==> config.mk <==
export PLATFORM = sky130hd
export DESIGN_NAME = pipe_cla_adder
export DESIGN_NICKNAME = d
export VERILOG_FILES = /design/src/rtl/pipe_cla_adder.sv
export SDC_FILE = /design/constraint.sdc
export NUM_CORES = 1
export LEC_CHECK = 0
export CAP_MARGIN = 25
export CORE_MARGIN = 2
export CORE_UTILIZATION = 57
export DETAILED_ROUTE_END_ITERATION = 8
export GPL_TIMING_DRIVEN = 0
export MAX_ROUTING_LAYER = met4
export PLACE_DENSITY = 0.85
export SETUP_SLACK_MARGIN = 0.5
export SYNTH_ARGS = -nofsm -noshare
export SYNTH_HDL_FRONTEND = slang
export SYNTH_HIERARCHICAL = 1
export SYNTH_SLANG_ARGS = --single-unit
==> constraint.sdc <==
create_clock -name clk -period 3.93 [get_ports clk]
set_clock_uncertainty 0.15 [all_clocks]
set_input_delay 0.393 -clock clk [delete_from_list [all_inputs] [get_ports clk]]
set_output_delay 0.393 -clock clk [all_outputs]
set_load 0.03 [all_outputs]
==> src/rtl/pipe_cla_adder.sv <==
// pipe_cla_adder -- pipelined carry-lookahead adder/subtractor.
//
// The WIDTH-bit operation is split into CHUNK-bit lookahead groups. Each
// pipeline stage resolves one group, and the carry is registered between
// stages. Sum bits that are already resolved travel forward with the beat.
// Operand bits for higher groups are delayed unchanged until their stage.
// STAGES = WIDTH/CHUNK. WIDTH must be a multiple of CHUNK, and STAGES must
// lie in 1..8.
//
// Pipeline: register bank 0 captures the accepted operands. Stage k reads
// bank k and writes bank k+1, so bank STAGES is the output register. A beat
// accepted at edge N is presented after edge N+STAGES. A stalled output
// freezes every bank; bubbles are never squeezed out.
//
// Optional feature: define PIPE_CLA_ADDER_FLAGS_EN to build registered
// out_ovf and out_zero flags. Without it, both outputs are tied to 0.
//
// Ports:
//   clk, rst_n          clock; asynchronous active-low reset
//   in_valid/in_ready   operand handshake (in_ready = !out_valid | out_ready)
//   in_a, in_b          operands
//   in_ci               carry-in (ignored when in_sub=1)
//   in_sub              1: A - B, 0: A + B
//   out_valid/out_ready result handshake
//   out_sum, out_co     result and raw carry-out (subtract: 1 = no borrow)
//   out_ovf, out_zero   signed overflow and zero flags (flags build only)

// One CHUNK-bit lookahead group. Each carry is a flat sum of products of
// the group's generate/propagate terms and the group carry-in. No carry
// ripples through the neighbouring bit's carry.
module pipe_cla_group #(
  parameter int CHUNK = 8
) (
  input  logic [CHUNK-1:0] a,
  input  logic [CHUNK-1:0] b,
  input  logic             ci,
  output logic [CHUNK-1:0] s,
  output logic             co
);
  logic [CHUNK-1:0] p, g;
  logic [CHUNK:0]   c;
  logic             term;

  assign p = a ^ b;
  assign g = a & b;

  // c[i+1] = G_i | P_i G_{i-1} | ... | P_i..P_1 G_0 | P_i..P_0 ci
  always_comb begin
    c    = '0;
    term = 1'b0;
    c[0] = ci;
    for (int i = 0; i < CHUNK; i++) begin
      for (int j = 0; j <= i; j++) begin
        term = g[j];
        for (int m = j + 1; m <= i; m++) term = term & p[m];
        c[i+1] = c[i+1] | term;
      end
      term = ci;
      for (int m = 0; m <= i; m++) term = term & p[m];
      c[i+1] = c[i+1] | term;
    end
  end

  assign s  = p ^ c[CHUNK-1:0];
  assign co = c[CHUNK];
endmodule

module pipe_cla_adder #(
  parameter int WIDTH = 32,
  parameter int CHUNK = 8
) (
  input  logic             clk,
  input  logic             rst_n,
  input  logic             in_valid,
  output logic             in_ready,
  input  logic [WIDTH-1:0] in_a,
  input  logic [WIDTH-1:0] in_b,
  input  logic             in_ci,
  input  logic             in_sub,
  output logic             out_valid,
  input  logic             out_ready,
  output logic [WIDTH-1:0] out_sum,
  output logic             out_co,
  output logic             out_ovf,
  output logic             out_zero
);
  localparam int STAGES = WIDTH / CHUNK;

  logic                         adv;
  logic [STAGES:0]              vld_pipe;  // valid bit of bank 0..STAGES
  logic [STAGES:0]              c_q;       // carry into group k held in bank k
  logic [STAGES-1:0][CHUNK-1:0] grp_s;
  logic [STAGES-1:0]            grp_co;

  // The pipeline moves as a whole. Only a held output can stop it.
  assign adv      = !vld_pipe[STAGES] | out_ready;
  assign in_ready = adv;

  always_ff @(posedge clk or negedge rst_n) begin
    if (!rst_n) begin
      vld_pipe <= '0;
      c_q      <= '0;
    end else if (adv) begin
      vld_pipe <= {vld_pipe[STAGES-1:0], in_valid};
      // Subtraction is A + ~B + 1, so a forced carry-in of 1 replaces in_ci.
      c_q      <= {grp_co, in_sub | in_ci};
    end
  end

  for (genvar k = 0; k < STAGES; k++) begin : g_stage
    localparam int LO = k * CHUNK;

    // Bank k operands. Only bits from group k upward are still needed.
    logic [WIDTH-1:LO]     a_r, b_r, a_d, b_d;
    // Bank k+1 resolved sum bits (groups 0..k).
    logic [LO+CHUNK-1:0]   sum_r, sum_d;

    if (k == 0) begin : g_head
      assign a_d   = in_a;
      assign b_d   = in_sub ? ~in_b : in_b;
      assign sum_d = grp_s[k];
    end else begin : g_body
      assign a_d   = g_stage[k-1].a_r[WIDTH-1:LO];
      assign b_d   = g_stage[k-1].b_r[WIDTH-1:LO];
      assign sum_d = {grp_s[k], g_stage[k-1].sum_r};
    end

    pipe_cla_group #(.CHUNK(CHUNK)) u_grp (
      .a  (a_r[LO +: CHUNK]),
      .b  (b_r[LO +: CHUNK]),
      .ci (c_q[k]),
      .s  (grp_s[k]),
      .co (grp_co[k])
    );

    always_ff @(posedge clk or negedge rst_n) begin
      if (!rst_n) begin
        a_r   <= '0;
        b_r   <= '0;
        sum_r <= '0;
      end else if (adv) begin
        a_r   <= a_d;
        b_r   <= b_d;
        sum_r <= sum_d;
      end
    end
  end

  assign out_valid = vld_pipe[STAGES];
  assign out_co    = c_q[STAGES];
  assign out_sum   = g_stage[STAGES-1].sum_r;

`ifdef PIPE_CLA_ADDER_FLAGS_EN
  logic ovf_r, zero_r, a_msb, b_msb, s_msb;

  // The MSB inputs are only present in the last stage. The flags are
  // therefore formed there and registered with the sum.
  assign a_msb = g_stage[STAGES-1].a_r[WIDTH-1];
  assign b_msb = g_stage[STAGES-1].b_r[WIDTH-1];
  assign s_msb = grp_s[STAGES-1][CHUNK-1];

  always_ff @(posedge clk or negedge rst_n) begin
    if (!rst_n) begin
      ovf_r  <= 1'b0;
      zero_r <= 1'b0;
    end else if (adv) begin
      ovf_r  <= (a_msb == b_msb) & (s_msb != a_msb);
      zero_r <= ~|g_stage[STAGES-1].sum_d;
    end
  end

  assign out_ovf  = ovf_r;
  assign out_zero = zero_r;
`else
  assign out_ovf  = 1'b0;
  assign out_zero = 1'b0;
`endif

endmodule

# [Yosys cells after proc, flatten, opt, wreduce, memory -nomap -nowiden]
# Index checks and enable logic that the tools add are counted.
[word_totals] register_bits=250 input_bits=70 output_inout_bits=37 word_cells=319
[classes] mux=1 n_bitwise=303 n_reduce_logical=1
[op_table] cell="OR 1 bit" count=146
[op_table] cell="AND 1 bit" count=144
[op_table] cell="bitwise XOR 8 bit" count=8
[op_table] cell="AND 8 bit" count=4
[op_table] cell="2-to-1 mux 32 bit" count=1
[op_table] cell="inverter 32 bit" count=1
[op_table] cell="zero test 1 bit" count=1

# [Logic depth before layout (Yosys ltp)]
# Gate-level depths: netlist (run 1).
[logic_depth] depth_word=16 mapped_depth=7 ltp_nobuf=7

# [Modules after synthesis]
# The synthesis (run 1) kept the hierarchy.
[modules_own_cells] mod="pipe_cla_adder" instances=1 cells_per_inst=570 area_per_inst_um2=9614.2 seq_area_each_um2=6256.0
[modules_own_cells] mod="pipe_cla_group" instances=4 cells_per_inst=39 area_per_inst_um2=335.3 seq_area_each_um2=0.0

# [Worst setup path before layout (run 1)]
# OpenSTA, ideal clock, no wires.
[synth_timing] kind="register -> register" from="register g_stage[0].a_r[0] (netlist bit)" to="register g_stage[0].sum_r[6]" setup_time_ns=0.125 t_arrival_ns=1.977 t_required_ns=3.655 setup_slack_ns=1.678 stages_incl_launch_ff=8 path_buffers=0 synth_period_minus_slack_ns=2.252 cell_sequence="dfrtp_1 -> ha_1 -> ha_1 -> o21a_1 -> o22a_4 -> and3_4 -> o31a_1 -> mux2_2"
[synth_between] elab_chain_cells=13 word_cells_on_any_way=20 classes_between="bitwise (20)"
[synth_rtl] element="start: declaration" line_no="114" source="logic [WIDTH-1:LO] a_r, b_r, a_d, b_d;"
[synth_rtl] element="start signal: assignment" line_no="138" source="a_r <= '0;"
[synth_rtl] element="start signal: assignment" line_no="142" source="a_r <= a_d;"
[synth_rtl] element="AND 8 bit" line_no="45" source="assign g = a & b;"
[synth_rtl] element="AND 1 bit (5 in a row)" line_no="55" source="for (int m = j + 1; m <= i; m++) term = term & p[m];"
[synth_rtl] element="OR 1 bit (5 in a row)" line_no="56" source="c[i+1] = c[i+1] | term;"
[synth_rtl] element="OR 1 bit (*)" line_no="60" source="c[i+1] = c[i+1] | term;"
[synth_rtl] element="bitwise XOR 8 bit (*)" line_no="64" source="assign s = p ^ c[CHUNK-1:0];"
[synth_rtl] element="named net g_stage[0].sum_d[6]" line_no="116" source="logic [LO+CHUNK-1:0] sum_r, sum_d;"
[synth_rtl] element="end signal: assignment" line_no="144" source="sum_r <= sum_d;"
[synth_rtl] element="end: declaration" line_no="116"
# The timed path passes the listed nets; every way through them passes the cells marked *.
# A chain may end at the register's enable or synchronous reset.

# [Final worst setup path (run 1)]
[layout_timing] from="register vld_pipe[4]" to="output in_ready"
[layout_between] elab_chain_cells=2
[layout_rtl] element="start: declaration" line_no="90" source="logic [STAGES:0] vld_pipe;"
[layout_rtl] element="start signal: assignment" line_no="104" source="vld_pipe <= {vld_pipe[STAGES-1:0], in_valid};"
[layout_rtl] element="zero test 1 bit" line_no="96" source="assign adv = !vld_pipe[STAGES] | out_ready;"
[layout_rtl] element="OR 1 bit" line_no="96"
[layout_rtl] element="end: declaration" line_no="75" source="output logic in_ready,"
# No other way between the ends.

==> results by stage, run 1 <==
Finish:
- The antenna diode instance count is 0.
- The number of inserted filler cells in the final layout is 1233.
- The finished cells cover 13200 um2.
- The net total in the final layout is 972.
- The fraction of layout cells with a size suffix above 1 is 38.2%.
- The relative area change from synthesis to final layout is 20.1%.

Logic synthesis:
- The cell area that synthesis handed to floorplanning was 11000 um2.
- The prevailing post-synth register cell is dfrtp_1.
- Of all cell types, the one taking the most synthesized area is dfrtp_1.
- The fraction of synthesized cell area taken by the top area cell type is 57.1%.
- Counting flops and latches in the post-synthesis netlist gives 250.
- Ranked by total cell area, the synthesized netlist is headed by dfrtp_1, mux2_2, ha_1.
- Counting flops with a built-in enable in the synthesized netlist gives 0.
- For this run, the number of Yosys warnings is 6.
- Synthesis produced 726 cells.
- After synthesis, flip-flops and latches occupy 57.1% of the total area.
- In this run, distinct cell masters in the synthesized netlist total 31.
- Counting flops with an async set or reset pin after synthesis yields a share of 100%.
- The average size of a mapped cell is 15.1 um2.

Clock tree:
- The cell at the root of the clock tree is clkbuf_16.
- The clock passes through at most 3 buffers.
- The clock sink total is 250.
- The number of cells upsized or downsized after cts is 0.
- The TritonCTS clock tree is done.
- The later-pin clock latency in the skew report is 0.52 ns.
- The number of clock buffers added by TritonCTS is 27.
- CTS built an H-tree with a depth of 1.
- The register clock-pin slew on the reported worst setup and hold paths is 0.06 ns.

Timing:
- Static timing analysis puts the maximum clock frequency at 0.332 GHz.
- The final sum of negative setup slack is 0 ns.
- The post-route worst hold slack is 0.154 ns.
- Counting I/O delays and the setup requirement, the final critical path takes 3.01 ns.
- Setup violations remaining at the end of the flow were counted as 0.
- The max-slew violation count was 0.
- The transition time of the tightest slew-check pin is 0.609 ns.
- In the post-route analysis, the smallest setup slack over all paths is 0.916 ns.
- The final hold violation count is 0.
- After layout, the worst path uses 76.7% of the clock period.
- Setup repair after global routing left no endpoint under its margin.
- The worst slew slack as a fraction of its limit is 59.4%.

Floorplanning:
- The die covers 20300 um2.
- The floorplan die height is 143 um.
- The row count is 50.
- The core area is 18800 um2.
- The overall die width is 143 um.
- The number of top-level pins is 107.
- The initial utilization of the core area, before any placement, comes to 58.4%.

Flow run:
- The tool flagged a number of max-cap violations equal to 0.

Route:
- For this run, design rule violations remaining after detail routing come to 0.
- The routed wirelength normalized by instance count is 18.8 um.
- The first TritonRoute pass finished after 4 iterations.
- The total wire length is 20900 um.
- The count of nets left with antenna violations once routing finished came out at 0.
- The initial detailed-routing violation count is 250.
- Dividing the detail-routed via count by the number of cells gives 5.56.
- The total via count after detailed routing is 6183.

Worst setup path:
- Across all register-to-register paths, the minimum setup slack is 1.55 ns.
- The maximum fanout encountered on the critical timing path is 10.
- Data on the critical path arrives at its endpoint at 2.47 ns.
- The length in cells of the worst reg-to-reg path is 7.
- The worst setup path is of the register to primary output kind.
- The worst setup path is launched from a register.
- The worst setup path is captured at a primary output.
- The required time of the worst setup path is 3.39 ns.

Placement:
- The final HPWL from detailed placement is 14900 um.
- The cell area reported after detailed placement is 12300 um2.
- Buffers placed on the I/O ports in this run total 103.
- The congestion estimate from routability-driven global placement came to 0.863.
- OpenSTA, run right after detailed placement, puts the worst setup slack at 0.934 ns.

Global routing:
- The sum of overflow across all layers after global routing is 0.
- The wire length of the first global-routing pass is 34400 um.
- The number of global-route vias before repair was 6739.
- For this run, the total global-route usage over all layers was measured as 22.2%.
- The number of antenna violations at the first check in global routing is 0.
- The largest net degree at the start of global routing is 115.

Min path:
- The min-delay analysis places its worst path in the category primary input to async pin.

Pwr:
- VDD sags by at most 432 uV.
- Power spread over the standard cell area amounts to 885 nW/um2.
- The analysis attributes to cell leakage a power of 5.75 nW.

Run status:
- The run finished with clean final reports.
[power by group]
group | switching (mW) | internal [mW] | total [mW]
sequential | 0.657 | 3.77 | 4.43
clock | 0.957 | 1.35 | 2.31
combinational | 2.23 | 2.69 | 4.92
[worst max-delay path, cell delays in order (launching register included)]
cell and delay, ns:
dfrtp_1 0.40, nor2b_4 0.14, buf_6 0.14, inv_2 0.14
buf_6 0.20, buf_6 0.21, clkdlybuf4s50_1 0.70
[area by class of cell]
type / instances / area (um2) / area share, %
sequential: 250 / 6260 / 47.6
multi-input combinational: 423 / 4410 / 33.5
timing repair buffer: 106 / 1100 / 8.37
clock buffer: 40 / 774 / 5.89
tap: 234 / 293 / 2.23
buffer: 33 / 211 / 1.61
inverter: 21 / 78.8 / 0.599
clock inverter: 5 / 28.8 / 0.219
[metal layers]
metal  GRT usage [%]  vias up  part of all wire [%]
li1                -     2821                     -
met1            27.7     3199                    41
met2            39.0      131                    53
met3            2.68       32                   3.3
met4            5.21        0                   2.1
met5               -        -                     0
[kinds of logic after synthesis]
| group | count (synthesis) | share of synthesized area, % |
|---|---|---|
| buf+inv | 54 | 2.65 |
| compound gates | 45 | 3.47 |
| flops | 250 | 57.1 |
| simple gates | 36 | 1.98 |
| xor+xnor | 52 | 4.16 |
| fa+ha+maj | 40 | 4.84 |
| mux | 248 | 25.8 |
| other cells | 1 | 0.0342 |
[path summary, 6_finish.rpt]
check                                   from                  end
max reg2reg                g_stage[0].a_r[0]  g_stage[0].sum_r[6]
min in group clk                      in_sub    g_stage[0].b_r[0]
max in group asynchronous              rst_n    g_stage[0].a_r[9]
max                              vld_pipe[4]             in_ready
min                                    rst_n          out_sum[23]
min reg2reg                      vld_pipe[3]          vld_pipe[4]
[cells in the mapped netlist, types with 8 or more instances]
master,number
o21a_1,8
ha_1,36
mux2_2,240
dfrtp_1,250
xnor2_1,12
xor2_1,40
mux2_4,8
a211oi_1,8
buf_4,11
nand2_1,8
inv_1,20
buf_2,19
[flip-flops by register name, indices dropped and copies added, names as in the netlist]
signal / count
vld_pipe: 5
out_sum: 32
c_q: 5
g_stage.b_r: 80
g_stage.a_r: 80
g_stage.sum_r: 48
[what timing repair did]
item                                   in CTS  in global routing
hold buffers                                1                  0
endpoints found under the hold margin     133                  0
buffers inserted                            0                  0
[stage by stage]
step                      power, mW  utilization (%)  instances
after CTS                      11.8             70.1       1112
after detailed placement       9.38             65.8       1066
after global placement         9.01             65.4       1064
after global routing           12.4             70.1       1112
after floorplan                7.94                -        727
final                          11.6             70.1       1112
[cells in the final DEF, fill, tap and decap left out, types with 2 or more instances in the layout]
| cell | n |
|---|---|
| xor2_1 | 40 |
| inv_1 | 20 |
| nor2_1 | 5 |
| conb_1 | 2 |
| o21bai_1 | 4 |
| buf_2 | 19 |
| clkbuf_8 | 5 |
| or3_1 | 4 |
| mux2_4 | 8 |
| clkbuf_16 | 27 |
| a211oi_1 | 8 |
| nand2b_1 | 5 |
| mux2_2 | 240 |
| clkdlybuf4s50_1 | 102 |
| nand2_1 | 8 |
| xnor2_1 | 12 |
| and3_1 | 4 |
| o22a_4 | 4 |
| o21ai_0 | 5 |
| dfrtp_1 | 250 |
| a21oi_1 | 4 |
| o21a_1 | 8 |
| a211oi_2 | 4 |
| ha_1 | 36 |
| fa_1 | 4 |
| and3_4 | 4 |
| buf_16 | 2 |
| nand3_1 | 4 |
| a21o_1 | 4 |
| clkbuf_1 | 8 |
| buf_6 | 3 |
| buf_4 | 11 |
| o31a_1 | 4 |
| clkinv_2 | 4 |
(Power assumes the default switching activity.)
==> inputs of run 2 (changes only) <==
CORE_UTILIZATION = 52   (was 57)
PLACE_DENSITY = 0.82   (was 0.85)
clock period = 2.5 ns   (was 3.93 ns; I/O delays follow)
==> results by stage, run 2 (synthesized netlist as in run 1, its figures left out) <==
Timing:
- The max-slew violation count came to 0.
- The final number of setup-violating endpoints is 0.
- Based on the critical path, the design can be clocked at up to 0.435 GHz.
- The worst slew slack as a fraction of its limit is 61.1%.
- The transition time of the tightest slew-check pin is 0.583 ns.
- The post-layout minimum cycle time is 2.30 ns.
- Setup repair after global routing could not meet its margin everywhere.
- The post-route worst setup slack is 0.201 ns.
- The final hold violation count is 0.
- The portion of the clock cycle consumed by the worst path in the final layout is 92.0%.

Placement:
- At the end of routability-driven placement, the weighted congestion stood at 0.851.
- The HPWL after detailed placement is 13500 um.
- In this run the tool buffered the top-level ports with 103 buffer cells.
- OpenSTA, run right after detailed placement, puts the worst setup slack at -0.175 ns.

Global routing:
- The total global-route track usage is 18.9%.
- The sum of overflow across all layers after global routing is 0.
- The number of global-route vias before repair was 6360.
- The number of antenna violations at the first check in global routing is 0.
- The wire length of the first global-routing pass is 32300 um.
- Entering global routing, the biggest net connects 117 pins.
- The most used routing layer is met2.
- The met3 track demand over resource is 2.35%.
- The met2 track utilization from global routing is 31.9%.
- Global routing consumed, on the met1 layer, 24.5% of the routing resources.

Route:
- The routed design has 20200 um of wire.
- In the routed design, unresolved DRC markers number 0.
- Dividing the detail-routed wire length by the instance count gives 17.1 um.
- The remaining antenna violation count after routing is 0.
- Across all layers, the routed design uses 6180 vias.
- The first TritonRoute pass finished after 6 iterations.
- The detailed router finished its first iteration with 201 violations.
- The ratio of routed vias to standard cells is 5.22.

Clock tree:
- For this design, the sink count on the clock tree is 250.
- The total clock buffers created by CTS is 27.
- The register clock-pin slew on the reported worst setup and hold paths is 0.06 ns.
- Counting along the longest clock path gives a buffer depth of 3.
- The cell at the root of the clock tree is clkbuf_16.
- The total number of H-tree levels is 1.
- The TritonCTS clock tree is done.
- Clock latency on the worst-skew pair, taken at its later pin, is 0.51 ns.

Floorplanning:
- The number of top-level pins is 107.
- For this configuration, the core starts out at a cell density of 52.6%.
- The total area inside the core boundary comes to 20800 um2.
- The die area is 22200 um2.
- The row count is 53.
- The overall die width is 149 um.
- The floorplan die height is 149 um.

Finish:
- The library cell used most frequently in the layout, excluding fill and tap cells, is dfrtp_1.
- In the layout the commonest cells are dfrtp_1, mux2_2, clkdlybuf4s50_1.
- At the end of the flow, the number of nets in the layout was 1001.
- The area growth from synthesis to layout is 25.1%.
- After filler insertion, the fill cell instance count of the layout stands at 1526.
- The repair_antennas step left the layout with diodes totalling 0.
- The largest registers in the layout are g_stage.a_r (80), g_stage.b_r (80), g_stage.sum_r (48).
- The fraction of layout cells with a size suffix above 1 is 42.4%.

Pwr:
- The post-route total power is 19.4 mW.
- The worst-case vdd ir drop is 670 uV.
- In this run the static leakage power is 6.08 nW.
- The power density relative to cell area is 1420 nW/um2.

Worst setup path:
- The kind of start point of the critical path is a register.
- The arrival time at the worst endpoint is 2.54 ns.
- The worst register-to-register path has a setup slack of 0.20 ns.
- Data on the critical path is required at its endpoint by 2.74 ns.
- The maximum fanout encountered on the critical timing path is 5.
- The endpoint type of the worst setup path is a register.
- The critical path in this run is classified as register to register.

Run status:
- The flow ran to the end, and the final reports show no timing, DRC or antenna violations.

Min path:
- The path class of the tightest hold or removal check is primary input to async pin.

Flow run:
- The total of max-cap violations is 0.
-- run 2: cell count changes in the layout (fill, tap and decap cells not counted), moves of 4 or more --
| cell | delta |
|---|---|
| buf_4 | +26 |
| clkbuf_1 | -5 |
| dlymetal6s2s_1 | +6 |
| a211oi_4 | +4 |
| o21ai_0 | -4 |
| mux2_4 | +8 |
| ha_2 | +4 |
| mux2_2 | -8 |
| clkbuf_8 | +4 |
| ha_1 | -4 |
| a211oi_1 | -6 |
| clkdlybuf4s50_1 | -15 |
| dlygate4sd2_1 | +8 |
-- run 2: area by class of cell --
cell class,instances,area [um2],area share (%)
Buffer,33,229,1.67
Clock buffer,39,811,5.91
Clock inverter,8,118,0.858
Inverter,21,86.3,0.630
Multi-Input combinational cell,423,4520,33.0
Sequential cell,250,6260,45.6
Tap cell,275,344,2.51
Timing Repair Buffer,135,1340,9.78
-- run 2: worst max-delay path: stages, from the launching register on --
cell     delay [ns]
dfrtp_1        0.39
ha_1           0.30
ha_2           0.17
o21a_1         0.20
o22a_4         0.28
and3_4         0.19
o31a_1         0.24
mux2_4         0.25
-- run 2: worst paths after layout --
kind                                     from            endpoint  cells after the start
setup / recovery           g_stage[3].a_r[24]         out_sum[30]                      7
hold / removal                          rst_n  g_stage[0].a_r[19]                      2
setup reg to reg           g_stage[3].a_r[24]         out_sum[30]                      7
hold reg to reg                   vld_pipe[3]         vld_pipe[4]                      1
max in group asynchronous               rst_n   g_stage[0].b_r[1]                      3
min in group clk                       in_sub  g_stage[0].b_r[31]                      3
-- run 2: repair_timing --
action / in CTS / in global routing
setup buffers: 11 / 18
resized for setup: 33 / 20
endpoints found under the setup margin: 30 / 32
endpoints found under the hold margin: 250 / 0
hold buffers: 1 / 0
pin swaps: 6 / 6
-- run 2: power breakdown --
part / internal [mW] / switching, mW / leakage [nW]
Clock: 2.54 / 1.51 / 0.459
Sequential: 5.92 / 0.956 / 2.91
Combinational: 4.76 / 3.71 / 2.72
Total: 13.2 / 6.18 / 6.08
-- run 2: layer usage --
layer  part of all wire, %  vias to the layer above
li1                      -                     2878
met1                    44                     3171
met2                    51                       98
met3                   3.0                       33
met4                   2.1                        0
met5                     0                        -
-- run 2: through the flow --
step                      cell area (um2)  cells  setup TNS, ns  hold WS (ns)  util, %
after floorplan                     11000    727              0        -0.196        -
after global placement              12400   1105       -2335.92         0.299     59.4
after detailed placement            12400   1107         -0.175       -0.0363     59.6
after CTS                           13500   1166              0        0.0103     64.9
after global routing                13700   1184              0        0.0361     65.8
final                               13700   1184              0        0.0243     65.8
==> inputs of run 3 (changes only) <==
ABC_AREA = 1   (was unset)
PLACE_DENSITY = 0.81   (was 0.82)
clock period = 1.95 ns   (was 2.5 ns; I/O delays follow)
==> results by stage, run 3 <==
Run status:
- The run finished, with violations left.
- The final reports fail on negative setup slack.

Finish:
- The most common cell after layout, fill and taps aside is nand2_1.
- Of the cells placed in the final design, the portion with a size suffix greater than 1 is 32.1%.
- The largest registers in the layout are g_stage.a_r (80), g_stage.b_r (80), g_stage.sum_r (48).
- The top cell types in the final layout, fill and taps aside, are nand2_1, dfrtp_1, nand2_2.
- The final layout contains 1810 nets.
- The relative area change from synthesis to final layout is 45.2%.
- Excluding fillers, the count of instances in the completed layout stands at 2000.

Logic synthesis:
- After synthesis the netlist holds a flip-flop and latch count of 250.
- The fraction of synthesized cell area in xor and xnor cells is 1.79%.
- The instance count of the mapped netlist is 1455.
- The prevailing post-synth register cell is dfrtp_1.
- The fraction of synthesized cell area taken by the top area cell type is 53.4%.
- The synthesized cell area is 11700 um2.
- By area, the combinational part of the netlist is dominated by simple AND/OR/NAND/NOR gates.
- In the synthesized netlist the async set-or-reset flop fraction comes to 100%.
- Ranked by instance count, the synthesized netlist is headed by nand2_1, dfrtp_1, inv_1.
- The simple logic cell fraction of the synthesized area is 32.0%.
- The synthesized design spends more area on one cell type than any other, namely dfrtp_1.
- Yosys attributes the largest share of cell area to dfrtp_1, nand2_1, ha_1.
- The synthesized design contains 0 enable-type register cells.
- In the post-synthesis netlist, the cell with the most instances is nand2_1.
- Counting distinct cell types in the post-synthesis netlist gives 24.
- Summing the areas of all compound-gate instances in the mapped netlist gives 1.20% of the synthesized area.
- The share of synthesized area spent on multiplexers is 0%.
- The share of the yosys chip area belonging to registers is 53.4%.
- Of the total synthesized cell area, the portion taken by full adders, half adders and majority gates is 4.53%.
- During synthesis, Yosys emitted a total of 6 warnings.
- The average size of a mapped cell is 8.06 um2.

Route:
- Using the TritonRoute via totals, the vias-per-cell ratio works out to 5.89.
- The first-pass iteration count of the detailed router is 6.
- The detail route stage leaves a number of antenna-violating nets equal to 0.
- The detailed-route DRC error count is 0.
- The final route contains 11773 vias.
- The initial detailed-routing violation count is 1395.
- Summed over all layers, the routed wires come to 43900 um.
- The routed wirelength normalized by instance count is 21.9 um.

Global routing:
- The number of global-route vias before repair came to 11223.
- Summed over all layers, the global routing overflow is 0.
- The largest net degree at the start of global routing is 113.
- The first global-routing pass estimated 58700 um of wire.
- Global routing consumed, over all layers together, 32.3% of the routing resources.
- The number of antenna violations at the first check in global routing came to 2.

Floorplanning:
- From left edge to right edge, the die measures 154 um.
- The core area is 22000 um2.
- The floorplan step set the die height to 154 um.
- Row generation in the floorplan step produced 54 rows.
- The starting density of the core is 53.4%.
- During I/O placement, the number of pins put on the boundary was 107.
- The die area is 23800 um2.

Timing:
- The portion of the clock cycle consumed by the worst path in the final layout is 113%.
- At the pin with the least slew margin, the transition time is 0.625 ns.
- For this run, the top clock speed supported by timing is 0.453 GHz.
- The final sum of negative setup slack is -7.97 ns.
- Setup repair after global routing could not meet its margin everywhere.
- The max-slew violation count was 0.
- The final hold violation count was 0.
- In this run the tightest slew margin relative to its limit is 58.3%.
- The final number of setup-violating endpoints is 104.
- After layout, the worst setup slack is -0.260 ns.
- The post-layout minimum cycle time is 2.21 ns.

Clock tree:
- TritonCTS built the clock tree.
- In this run, CTS created clock tree buffers numbering 26.
- The clock sink total is 250.
- After clock tree synthesis, the clock-pin slew on the worst setup and hold paths is 0.07 ns.
- The tree is rooted in a clkbuf_16.
- For the worst-skew pair, the clock arrives at the later sink with an insertion delay of 0.55 ns.
- The clock passes through at most 3 buffers.
- The total number of H-tree levels is 1.

Pwr:
- The reported net switching power is 14.0 mW.
- The cell-internal power is 17.5 mW.
- The leakage power figure is 9.02 nW.
- The worst-case vdd ir drop is 924 uV.
- The share of total power in combinational logic is 53.6%.
- Of the total power, the share spent switching nets is 44.5%.
- The clock network fraction of design power is 15.6%.
- Sequential cells account for 30.8% of the total power.
- The post-route total power is 31.5 mW.
- In this run the power density over the cells is 1850 nW/um2.

Worst setup path:
- The maximum fanout encountered on the critical timing path is 5.
- In this design, the stage delay of the slowest critical-path cell is 0.44 ns.
- STA puts the critical path data required time at 2.24 ns.
- STA classifies the critical path endpoint as a register.
- STA classifies the critical path startpoint as a register.
- Data arrives at the worst endpoint at 2.50 ns.
- The critical path start-end classification is register to register.
- The signal on the critical path passes through ha_4 > inv_1 > nor2_1 > nand4_1 > nand4_1 > nor2_1 > nand4_1 > nand2_1 > nand2_2 > nand2_2 > nand2_2.
- The gate family responsible for the most delay along the worst path is simple AND/OR/NAND/NOR gates.
- The standard cell with the maximum stage delay on the critical path is dfrtp_1.
- The count of buffering cells on the critical path with inverters included is 1.

Placement:
- The final weighted congestion in routability-driven placement is 0.870.
- In this run the tool buffered the top-level ports with 103 buffer cells.
- Before CTS, the worst setup slack after placement is -0.536 ns.
- The final HPWL from detailed placement is 18500 um.
- The number of placed instances, taps included, is 1841.

Flow run:
- Across the run, the number of max-cap violations was 0.

Min path:
- The class of the most critical hold timing path is primary input to register.
run 3: changes by cell type in the layout (fill, tap and decap cells not counted), sizes merged, moves of 28 or more:
cell,before,now
nand3,4,60
inv,21,100
nor2,5,33
nand4,0,28
nand2,8,818
buf,66,216
mux2,248,0
run 3: worst paths after layout:
check	end	slack (ns)	cells past startpoint	start
setup / recovery	c_q[1]	-0.26	11	g_stage[0].a_r[3]
hold / removal	g_stage[0].a_r[15]	0.04	3	in_a[15]
setup reg to reg	c_q[1]	-0.26	11	g_stage[0].a_r[3]
hold reg to reg	g_stage[2].b_r[20]	0.32	2	g_stage[1].b_r[20]
max in group asynchronous	g_stage[0].b_r[6]	-0.05	7	rst_n
min in group asynchronous	g_stage[0].b_r[25]	0.56	6	rst_n
run 3: per-stage QoR:
stage | util, % | area, um2 | hold WS (ns)
after floorplan | - | 11900 | -0.251
after global placement | 60.6 | 13300 | 0.284
after detailed placement | 60.9 | 13400 | -0.0804
after CTS | 74.4 | 16300 | -0.400
after global routing | 77.5 | 17000 | 0.0517
final | 77.5 | 17000 | 0.0355
run 3: kinds of logic (layout without fill, tap and decap cells):
logic type,after synthesis,count (layout)
other,1,4
adders and majority gates,40,40
and+or+nand+nor,943,943
buffers and inverters,175,437
AOI/OAI and AO/OA,22,22
xor gates and xnor gates,24,24
DFF,250,250
run 3: timing repair:
| item | 4_1_cts | 5_1_grt |
|---|---|---|
| gates resized for setup | 516 | 138 |
| setup buffers | 63 | 17 |
| cloned | 24 | 0 |
| hold endpoints to repair | 141 | 32 |
| hold buffers | 5 | 2 |
| pin swaps | 94 | 62 |
| endpoints found under the setup margin | 264 | 284 |
run 3: layer usage:
metal  routed length [um]  track usage (%)  vias up
met4                 3510             16.1        0
met2                20600             53.1      953
met5                    0                -        -
met1                15100             39.2     5562
met3                 4670             5.02      323
li1                     -                -     4935
run 3: worst reg2reg max path: stages (launching register included):
cell	delay, ns
dfrtp_1	0.44
ha_4	0.29
inv_1	0.13
nor2_1	0.09
nand4_1	0.09
nand4_1	0.11
nor2_1	0.18
nand4_1	0.18
nand2_1	0.18
nand2_2	0.11
nand2_2	0.10
nand2_2	0.05
run 3: power by group through the flow:
stage	logic, mW	registers (mW)	clock network [mW]
3_3_place_gp	10.1	8.96	0
3_5_place_dp	10.5	9.02	0
2_1_floorplan	7.18	9.27	0
4_1_cts	13.7	9.20	4.78
5_1_grt	17.7	9.87	5.12
6_report	16.9	9.72	4.92
run 3: area by class of cell:
cell class	count	area (um2)
Buffer	75	786
Multi-Input combinational cell	1031	5850
Sequential cell	250	6260
Antenna cell	2	5.00
Timing Repair Buffer	216	2580
Clock inverter	5	27.5
Fill cell	1158	4930
Tap cell	280	350
Inverter	100	378
Clock buffer	41	788
